$ cat config.mk
export PLATFORM = sky130hd
export DESIGN_NAME = req_gnt_busy_responder
export DESIGN_NICKNAME = d
export VERILOG_FILES = /design/src/rtl/req_gnt_busy_responder.sv
export SDC_FILE = /design/constraint.sdc
export NUM_CORES = 1
export LEC_CHECK = 0
export CAP_MARGIN = 20
export CORE_ASPECT_RATIO = 0.5
export CORE_MARGIN = 5
export CORE_UTILIZATION = 56
export DETAILED_ROUTE_END_ITERATION = 8
export PLACE_DENSITY = 0.88
export SYNTH_ARGS = -nofsm -noshare
export SYNTH_HDL_FRONTEND = slang
export SYNTH_SLANG_ARGS = --single-unit
$ cat constraint.sdc
create_clock -name clk -period 2.6 [get_ports clk]
set_clock_uncertainty 0.05 [all_clocks]
set_input_delay 0.26 -clock clk [delete_from_list [all_inputs] [get_ports clk]]
set_output_delay 0.26 -clock clk [all_outputs]
set_load 0.005 [all_outputs]
$ cat src/rtl/req_gnt_busy_responder.sv
// req_gnt_busy_responder
// Target-side engine that answers req with a gnt/busy handshake. Each rising
// edge of req is captured, together with a transfer length, into a small
// pending queue. Queued requests are served one at a time: a programmable
// grant delay, a one-cycle gnt pulse, then busy held for the transfer length.
//
// Ports:
//   clk          clock, rising edge
//   rst          asynchronous active-high reset
//   req          request level; a request is a 0->1 transition
//   len          transfer length, sampled with the request edge (0 acts as 1)
//   gnt_dly_cfg  grant delay in cycles, sampled when a request is popped (0 acts as 1)
//   gnt          one-cycle grant pulse
//   busy         high for the duration of the transfer
//   done         one-cycle pulse in the IDLE cycle that follows a transfer
//   pend_cnt     number of queued, not yet popped requests
//   overflow     one-cycle pulse when a request edge was dropped on a full queue
module req_gnt_busy_responder #(
    parameter int PEND_DEPTH = 4,
    parameter int LEN_W      = 4,
    parameter int CNT_W      = $clog2(PEND_DEPTH + 1)
) (
    input  logic             clk,
    input  logic             rst,
    input  logic             req,
    input  logic [LEN_W-1:0] len,
    input  logic [1:0]       gnt_dly_cfg,
    output logic             gnt,
    output logic             busy,
    output logic             done,
    output logic [CNT_W-1:0] pend_cnt,
    output logic             overflow
);

    localparam int PTR_W = $clog2(PEND_DEPTH);

    typedef enum logic [1:0] {
        IDLE  = 2'd0,
        WAIT  = 2'd1,
        GRANT = 2'd2,
        BUSY  = 2'd3
    } state_t;

    state_t             state_q, state_d;
    logic               req_q;
    logic [LEN_W-1:0]   mem_q [PEND_DEPTH];
    logic [PTR_W-1:0]   wr_ptr_q, rd_ptr_q;
    logic [CNT_W-1:0]   cnt_q;
    logic [1:0]         dcnt_q, dcnt_d;
    logic [LEN_W-1:0]   bcnt_q, bcnt_d;
    logic [LEN_W-1:0]   len_q, len_d;
    logic               gnt_q, busy_q, done_q, ovf_q;

    logic               push_edge, full, empty, pop, push;
    logic [LEN_W-1:0]   head_len;

    assign push_edge = req & ~req_q;
    assign full      = (cnt_q == CNT_W'(PEND_DEPTH));
    assign empty     = (cnt_q == '0);
    assign pop       = (state_q == IDLE) && !empty;
    // A pop in the same cycle frees a slot, so a push on a full queue still lands.
    assign push      = push_edge && (!full || pop);
    assign head_len  = mem_q[rd_ptr_q];

    // ------------------------------------------------------------------
    // FSM next state
    // ------------------------------------------------------------------
    always_comb begin
        state_d = state_q;
        dcnt_d  = dcnt_q;
        bcnt_d  = bcnt_q;
        len_d   = len_q;
        case (state_q)
            IDLE: begin
                if (pop) begin
                    len_d   = (head_len == '0) ? LEN_W'(1) : head_len;
                    // Effective delay D = max(cfg,1); WAIT lasts D cycles.
                    dcnt_d  = (gnt_dly_cfg == 2'd0) ? 2'd0 : gnt_dly_cfg - 2'd1;
                    state_d = WAIT;
                end
            end
            WAIT: begin
                if (dcnt_q == 2'd0) state_d = GRANT;
                else                dcnt_d  = dcnt_q - 2'd1;
            end
            GRANT: begin
                bcnt_d  = len_q - LEN_W'(1);
                state_d = BUSY;
            end
            BUSY: begin
                if (bcnt_q == '0) state_d = IDLE;
                else              bcnt_d  = bcnt_q - LEN_W'(1);
            end
            default: state_d = IDLE;
        endcase
    end

    // ------------------------------------------------------------------
    // State, counters and registered outputs
    // ------------------------------------------------------------------
    always_ff @(posedge clk or posedge rst) begin
        if (rst) begin
            state_q <= IDLE;
            req_q   <= 1'b0;
            dcnt_q  <= '0;
            bcnt_q  <= '0;
            len_q   <= '0;
            gnt_q   <= 1'b0;
            busy_q  <= 1'b0;
            done_q  <= 1'b0;
            ovf_q   <= 1'b0;
        end else begin
            state_q <= state_d;
            req_q   <= req;
            dcnt_q  <= dcnt_d;
            bcnt_q  <= bcnt_d;
            len_q   <= len_d;
            // Outputs are registered copies of the state being entered, so
            // they line up with the state they describe.
            gnt_q   <= (state_d == GRANT);
            busy_q  <= (state_d == BUSY);
            done_q  <= (state_q == BUSY) && (state_d == IDLE);
            ovf_q   <= push_edge && full && !pop;
        end
    end

    // ------------------------------------------------------------------
    // Pending queue pointers and occupancy
    // ------------------------------------------------------------------
    always_ff @(posedge clk or posedge rst) begin
        if (rst) begin
            wr_ptr_q <= '0;
            rd_ptr_q <= '0;
            cnt_q    <= '0;
        end else begin
            // Power-of-two depth: pointers wrap naturally.
            if (push) wr_ptr_q <= wr_ptr_q + PTR_W'(1);
            if (pop)  rd_ptr_q <= rd_ptr_q + PTR_W'(1);
            case ({push, pop})
                2'b10:   cnt_q <= cnt_q + CNT_W'(1);
                2'b01:   cnt_q <= cnt_q - CNT_W'(1);
                default: cnt_q <= cnt_q;
            endcase
        end
    end

    // Queue storage carries no reset; entries are only read when counted valid.
    always_ff @(posedge clk) begin
        if (push) mem_q[wr_ptr_q] <= len;
    end

    assign gnt      = gnt_q;
    assign busy     = busy_q;
    assign done     = done_q;
    assign overflow = ovf_q;
    assign pend_cnt = cnt_q;

endmodule

* Word level (Yosys, flattened, before mapping) *
Memory sizes are Yosys's and may differ from the RTL's.
Cells that the tools add are included.

operators by class
  equal/unequal tests = 11
  bitwise gates (word level) = 2
  muxes and demuxes = 14
  reductions and logical operators = 22
  add/subtract/negate cells = 8

operators by type and width
  operator                                                             number
  2-bit 2-to-1 mux                                                     6
  2-bit == test (second input constant)                                5
  2-bit zero test                                                      4
  4-bit zero test                                                      2
  4-bit 2-to-1 mux                                                     2
  2-bit one-hot mux with 4 select lines                                1
  4-bit one-hot mux with 2 select lines                                1
  4-bit by 1-bit subtractor with 4-bit output (second input constant)  2
  2-bit != test (second input constant)                                3
  3-bit one-hot mux with 2 select lines                                1
  2-bit nonzero test                                                   3
  1-bit logical AND                                                    5
  2-bit by 1-bit adder with 2-bit output (second input constant)       2
  2-bit by 1-bit == test with 1-bit output (second input constant)     2
  2-bit one-hot mux with 2 select lines                                1
  2-bit AND reduction                                                  2
  2-bit by 1-bit subtractor with 2-bit output (second input constant)  2
  3-bit by 1-bit adder with 3-bit output (second input constant)       1
  3-bit == test (second input constant)                                1
  1-bit zero test                                                      3
  3-bit zero test                                                      1
  3-bit AND reduction                                                  1
  3-bit by 1-bit subtractor with 3-bit output (second input constant)  1
  1-bit 2-to-1 mux                                                     2
  3 further kinds                                                      3

word-level totals
  logic and storage cells = 70
  output and inout port bits = 7
  memories kept = 1
  memory bits (writable) = 16
  input bits = 9
  register bits after elaboration = 24

memories
  memory  depth  bits a word  rd ports  clocked after Yosys merged registers in  write ports  RTL line  source
  mem_q   4      4            1         0                                        1            46        logic [LEN_W-1:0] mem_q [PEND_DEPTH];

* Depth between registers and ports, before layout *
Gate-level depths: netlist of the first run.

  depth after elaboration = 7
  depth in mapped cells = 7
  mapped depth without buffers = 7

* Worst setup path after synthesis of the first run *
Ideal clock, no wire load.

  path type = reg-to-reg
  start point = reg cnt_q[2], in the netlist pend_cnt[2]
  end point = reg cnt_q[2], in the netlist pend_cnt[2]
  setup time = 0.126 ns
  data required time = 2.424 ns
  buffers on the path = 0
  arrival time = 2.103 ns
  period minus slack after synthesis = 2.279 ns
  setup slack = 0.321 ns
  cell stages (with the launch flop) = 7
  cells stage by stage = dfrtp_1 -> nor3_1 -> nor3_1 -> fa_1 -> or3_1 -> and3_1 -> a311o_1

between the ends
  word-level cells in the longest chain between the ends = 7
  elaborated cells on any way between the ends = 13
  classes of those cells = add/sub (2); eq/ne (3); mux (1); reduce/logical (7)

RTL lines
  what                                                                         RTL line  source
  from (decl)                                                                  48        logic [CNT_W-1:0] cnt_q;
  from (signal assigned)                                                       140       2'b10: cnt_q <= cnt_q + CNT_W'(1);
  from (signal assigned)                                                       141       2'b01: cnt_q <= cnt_q - CNT_W'(1);
  from (signal assigned)                                                       142       default: cnt_q <= cnt_q;
  3-bit zero test                                                              59        assign empty = (cnt_q == '0);
  1-bit zero test                                                              60        assign pop = (state_q == IDLE) && !empty;
  1-bit logical AND                                                            60
  1-bit logical OR                                                             62        assign push = push_edge && (!full || pop);
  1-bit logical AND                                                            62
  2-bit by 1-bit == test with 1-bit output or 2-bit == test (tied branches)    139       case ({push, pop})
  3-bit one-hot mux with 2 select lines or 2-bit nonzero test (tied branches)  -

Several ways; a longest one is shown, not always the timed one.
A chain may end at the register's enable or synchronous reset.

* Final worst setup path of the first run *
Same ends and word-level chain as after synthesis.

==> impl_metrics.ini, run 1 <==
[clock_network]
clk_pin_slew_ns = 0.08
cts_sinks = 40
cts_root_buf = clkbuf_8
clock_latency_ns = 0.29
cts_tree = built
ctsHoldBuffers = 0
postCtsSetupBuffers = 0
cts_resized = 0
cts.htree.levels = 2
ctsLongestPathBuffers = 2
cts_buffers = 5

[routing]
route.detailed.drc = 0
viasPerCell = 5.517
drt_first_pass_iters = 4
wl_per_cell_um = 14.99
drt_iter0_drc = 65
vias = 1109
wl_um = 3012
antenna_left = 0

[synthesis]
netlist_instances = 137
seq_area_frac_synth = 0.5996
syn_area_um2 = 1803
synth.avg_cell_area_um2 = 13.16
ys_types = 39
synthArstFlopShare = 0.6000
synth_edf_count = 16
synth_ff_type = dfrtp_1
yosys_warnings = 0
synth-seq-cells = 40
synth.net_count = 153

[placed_design]
gp_congestion = 0.7776
io_buffer_count = 15
hpwl_um = 2247

[critical_path]
slowest_stage = dfrtp_1
crit_type = register to register
end_kind = register
startpoint_type = register
crit_buf_inv = 0
cpMostUsedCell = nor3_1
arrival_ns = 2.45
worstPathMaxFanout = 6
cp.required_ns = 2.72
cpLargestDelayFamily = simple AND/OR/NAND/NOR gates
max_stage_delay_ns = 0.46
path_cells = nor3_1 > nor3_1 > fa_1 > or3_1 > and3_1 > a311o_1

[status]
outcome = completed

[pwr]
p_leak_nw = 0.8557
cellPowerDensity_nw_per_um2 = 1128
power.share.combinational = 0.382
p_seq_frac = 0.446
swShare = 0.3519
p_switching_mw = 0.8325
ir_drop_mv = 0.4985
clkPwrFrac = 0.171
p_int_mw = 1.533

[floorplanning]
die_x_um = 90.25
dieArea_um2 = 4523
ios = 16
die_y_um = 50.12
fp-row-count = 14
start_util = 0.5915
fp.coreArea_um2 = 3048

[flow_run]
cap_violations = 0

[min_path]
min_path_type = input port to asynchronous set/reset pin

[sta]
hold_viol = 0
maxSlewViolCount = 0
finalCriticalPeriod_ns = 2.329
rsz0062_at_grt = false
fmax_ghz = 0.4294
setup-tns-final_ns = 0
period_share = 0.8957
worst_pin_slew_ns = 0.8736
relSlewSlack = 0.4170
setup_viol = 0

[grt]
grt_max_degree = 25
track_usage = 0.1437
grt.overflow.total = 0
grt_pass1_vias = 1093
antenna_found_initial = 0
grt_pass1_wl_um = 5133

[cells_and_area]
final_util = 0.6880
drive_above_1_share = 0.1304
nets = 176
n_antenna_cell = 0
syn_to_final_growth_pct = 16.31
-- cell usage after synthesis (3+ instances only) --
cell type  count  area [um^2]
xnor2_1        6        52.55
inv_1          7        26.28
nor3_1         8        40.04
nor2_1         6        22.52
dfrtp_1       24        600.6
o21ai_0        4        20.02
ha_1           6        75.07
and2_1         5        31.28
edfxtp_1      16        480.5
a21oi_1        3        15.01
nor2b_1        3        18.77
mux4_2         4        90.09
nand2_1       15        56.30
-- per-layer routing --
metal | GRT usage | vias to the layer above | wire (um)
li1 | - | 533 | -
met1 | 0.1830 | 550 | 1408
met2 | 0.2464 | 22 | 1437
met3 | 0.04103 | 4 | 134
met4 | 0.03713 | 0 | 31
met5 | 0 | - | 0
-- final timing paths --
path | start | endpoint | slack [ns] | cells after the start
min in group clk | req | req_q$_DFF_PP0_ | 0.41 | 1
worst min register to register | dcnt_q[0]$_DFFE_PP0P_ | dcnt_q[0]$_DFFE_PP0P_ | 0.44 | 1
max in group asynchronous | rst | pend_cnt[2]$_DFFE_PP0P_ | 1.56 | 2
worst max register to register | pend_cnt[2]$_DFFE_PP0P_ | pend_cnt[2]$_DFFE_PP0P_ | 0.27 | 6
worst max-delay path | pend_cnt[2]$_DFFE_PP0P_ | pend_cnt[2]$_DFFE_PP0P_ | 0.27 | 6
worst min-delay path | rst | overflow$_DFF_PP0_ | 0.39 | 2
-- cell usage in the layout, fill, tap and decap left out, types with 2 or more instances in the layout --
| master | netlist | routed |
|---|---|---|
| a21oi_1 | 3 | 3 |
| and2_1 | 5 | 5 |
| and3_1 | 2 | 2 |
| buf_4 | 0 | 4 |
| clkbuf_8 | 0 | 5 |
| clkdlybuf4s50_1 | 0 | 15 |
| dfrtp_1 | 24 | 24 |
| edfxtp_1 | 16 | 16 |
| ha_1 | 6 | 6 |
| inv_1 | 7 | 7 |
| mux2i_1 | 2 | 2 |
| mux4_2 | 4 | 4 |
| nand2_1 | 15 | 15 |
| nor2_1 | 6 | 6 |
| nor2b_1 | 3 | 3 |
| nor3_1 | 8 | 8 |
| o21ai_0 | 4 | 4 |
| or2_2 | 2 | 2 |
| or3_1 | 2 | 2 |
| xnor2_1 | 6 | 6 |
-- area by class of cell --
class	instances	area [um^2]
inverters	7	26.28
clock buffers	6	72.57
flip-flops and latches	40	1081
multi-input cells	87	675.6
well taps	40	50.05
repair buffers	19	180.2
fillers	210	950.9
clock inverters	2	11.26
-- logic make-up (layout without fill, tap and decap cells) --
logic type               Yosys count  after routing  synth area share
AND/OR/NAND/NOR                   50             50            0.1409
flip-flops                        40             40            0.5996
AO/OA/AOI/OAI                     16             16           0.07635
buffers and inverters             10             34           0.02567
multiplexers                       8              8           0.07564
adder cells (fa/ha/maj)            7              7           0.05274
XOR/XNOR                           6              6           0.02915
-- power by group through the flow --
stage | sequential, mW | combinational (mW) | clock (mW)
4_1_cts | 1.06 | 0.914 | 0.408
2_1_floorplan | 1.01 | 0.693 | 0
3_3_place_gp | 1.06 | 0.862 | 0
6_report | 1.06 | 0.905 | 0.405
3_5_place_dp | 1.07 | 0.904 | 0
5_1_grt | 1.09 | 1.01 | 0.435
-- registers in the layout, indices dropped and copies added (netlist names) --
register  cells
mem_q        16
bcnt_q        4
len_q         4
pend_cnt      3
dcnt_q        2
rd_ptr_q      2
state_q       2
wr_ptr_q      2
busy          1
done          1
gnt           1
overflow      1
req_q         1
-- per-stage QoR --
step	cells	power, mW	setup WS, ns	instance area [um^2]	hold slack, ns
3_5_place_dp	193	1.973	0.1110	2013	0.4307
2_1_floorplan	137	1.698	0.3205	1803	0.2246
6_report	201	2.366	0.2712	2097	0.3888
3_3_place_gp	193	1.917	0.2225	2013	0.4169
5_1_grt	201	2.540	0.1659	2097	0.4126
4_1_cts	201	2.380	0.2684	2097	0.4073
Note: power is estimated with default switching activity, not from simulation.
==> run 2, diff against run 1 <==
ABC_CLOCK_PERIOD_IN_PS = 2600   (was not set)
SLEW_MARGIN = 30   (was not set)
==> run 2 against run 1 <==
Flip-flop and latch count did not move. First-iteration DRC count did not move. Register-to-register slack barely moved. Critical endpoint unchanged. Clock power barely moved. Via count rose by 0.18%. Core utilization did not move. Count of clock-buffer cells in the layout did not move. Worst setup slack got worse by 0.0017 ns.
==> impl_metrics.ini, run 2 (synthesized netlist as in run 1, its figures left out) <==
[floorplanning]
fp-row-count = 14
ios = 16
fp.coreArea_um2 = 3048
die_y_um = 50.12
dieArea_um2 = 4523
die_x_um = 90.25
start_util = 0.5915

[critical_path]
r2r_end = pend_cnt[2]$_DFFE_PP0P_
slowest_stage = dfrtp_1
path_cells = nor3_1 > nor3_1 > fa_1 > or3_1 > and3_1 > a311o_1
cp-startpoint = pend_cnt[2]$_DFFE_PP0P_
arrival_ns = 2.45
end_kind = register
setup.worst_path.end = pend_cnt[2]$_DFFE_PP0P_
reg2reg_depth = 6
max_stage_delay_ns = 0.46
crit_type = register to register
startpoint_type = register
worstPathMaxFanout = 6
cpMostUsedCell = nor3_1
reg2reg_slack_ns = 0.27
cp.required_ns = 2.72
rr_startpoint = pend_cnt[2]$_DFFE_PP0P_

[sta]
rsz0062_at_grt = false
worst_pin_slew_ns = 0.5660
maxSlewViolCount = 0
setup_viol = 0
finalCriticalPeriod_ns = 2.331
worst_hold_slack_ns = 0.2451
setup_ws_ns = 0.2695
period_share = 0.8963
setup-tns-final_ns = 0
relSlewSlack = 0.6213
fmax_ghz = 0.4291
hold_viol = 0

[grt]
track_usage = 0.1437
antenna_found_initial = 0
grt_max_degree = 25
grt_pass1_wl_um = 5133
grt_pass1_vias = 1093
grt.overflow.total = 0

[routing]
drt_first_pass_iters = 4
route.detailed.drc = 0
antenna_left = 0
wl_um = 3014
vias = 1111
viasPerCell = 5.527
drt_iter0_drc = 65
wl_per_cell_um = 15.00

[cells_and_area]
final_util = 0.6880
syn_to_final_growth_pct = 16.31
drive_above_1_share = 0.1366
n_antenna_cell = 0
largest_reg_flops = 16
top_register = mem_q
fillerInstances = 210
mostFrequentLayoutCells = dfrtp_1 (24), edfxtp_1 (16), nand2_1 (15), clkdlybuf4s50_1 (15), nor3_1 (8)
nets = 176
mostFrequentLayoutCell = dfrtp_1
fin_area_um2 = 2097
finalNonFillerCells = 201
top_regs = mem_q: 16 flops, bcnt_q: 4 flops, len_q: 4 flops

[min_path]
min_path_type = input port to asynchronous set/reset pin

[status]
outcome = completed

[clock_network]
clk_pin_slew_ns = 0.08
ctsHoldBuffers = 0
cts_root_buf = clkbuf_8
ctsLongestPathBuffers = 2
cts_tree = built
cts_resized = 0
postCtsSetupBuffers = 0
cts_sinks = 40
cts.htree.levels = 2
clock_latency_ns = 0.29
cts_buffers = 5

[pwr]
fin_total_pwr_mw = 2.366
p_leak_nw = 0.8546
cellPowerDensity_nw_per_um2 = 1128
ir_drop_mv = 0.4971

[placed_design]
hpwl_um = 2247
place_inst = 193
dpl-instance-area_um2 = 2013
io_buffer_count = 15
gp_congestion = 0.7776
dp_slack_ns = 0.1110

[flow_run]
cap_violations = 0
-- run 2: cell counts in the layout (fill, tap and decap cells not counted) --
No cell type changed its count.
-- run 2: final cells by class --
type	instances	area [um^2]	share of cell area
Inverter	7	26.28	0.01253
Sequential cell	40	1081	0.5155
Clock buffer	6	72.57	0.03461
Tap cell	40	50.05	0.02387
Clock inverter	2	11.26	0.005370
Multi-Input combinational cell	87	675.6	0.3222
Timing Repair Buffer	19	180.2	0.08592
-- run 2: how the worst min path moves through the flow --
| stage | startpoint | to | slack [ns] | cells past startpoint |
|---|---|---|---|---|
| floorplan | rst | bcnt_q[0]$_DFFE_PP0P_ | 0.22 | 1 |
| global placement | dcnt_q[0]$_DFFE_PP0P_ | dcnt_q[0]$_DFFE_PP0P_ | 0.42 | 1 |
| detailed placement | dcnt_q[0]$_DFFE_PP0P_ | dcnt_q[0]$_DFFE_PP0P_ | 0.43 | 1 |
| CTS | req | req_q$_DFF_PP0_ | 0.41 | 1 |
| global route | rst | overflow$_DFF_PP0_ | 0.31 | 2 |
| finish | rst | overflow$_DFF_PP0_ | 0.25 | 2 |
-- run 2: where the power goes --
group	internal, mW	switching [mW]	leakage (nW)	total (mW)
registers	0.858	0.198	0.434	1.06
clock network	0.188	0.216	0.0455	0.404
logic	0.488	0.419	0.375	0.906
-- run 2: metal layers --
| layer | routed length, um | vias up | global-route usage |
|---|---|---|---|
| met2 | 1433 | 27 | 0.2464 |
| met5 | 0 | - | 0 |
| met4 | 27 | 0 | 0.03713 |
| met3 | 143 | 4 | 0.04103 |
| li1 | - | 533 | - |
| met1 | 1410 | 547 | 0.1830 |
-- run 2: worst max-delay path: cells and delay by family, from the launching register on --
kind                       cells  cell delay, ns
AOI/OAI and AO/OA              1            0.26
adders and majority gates      1            0.44
and+or+nand+nor                4            1.01
DFF                            1            0.46
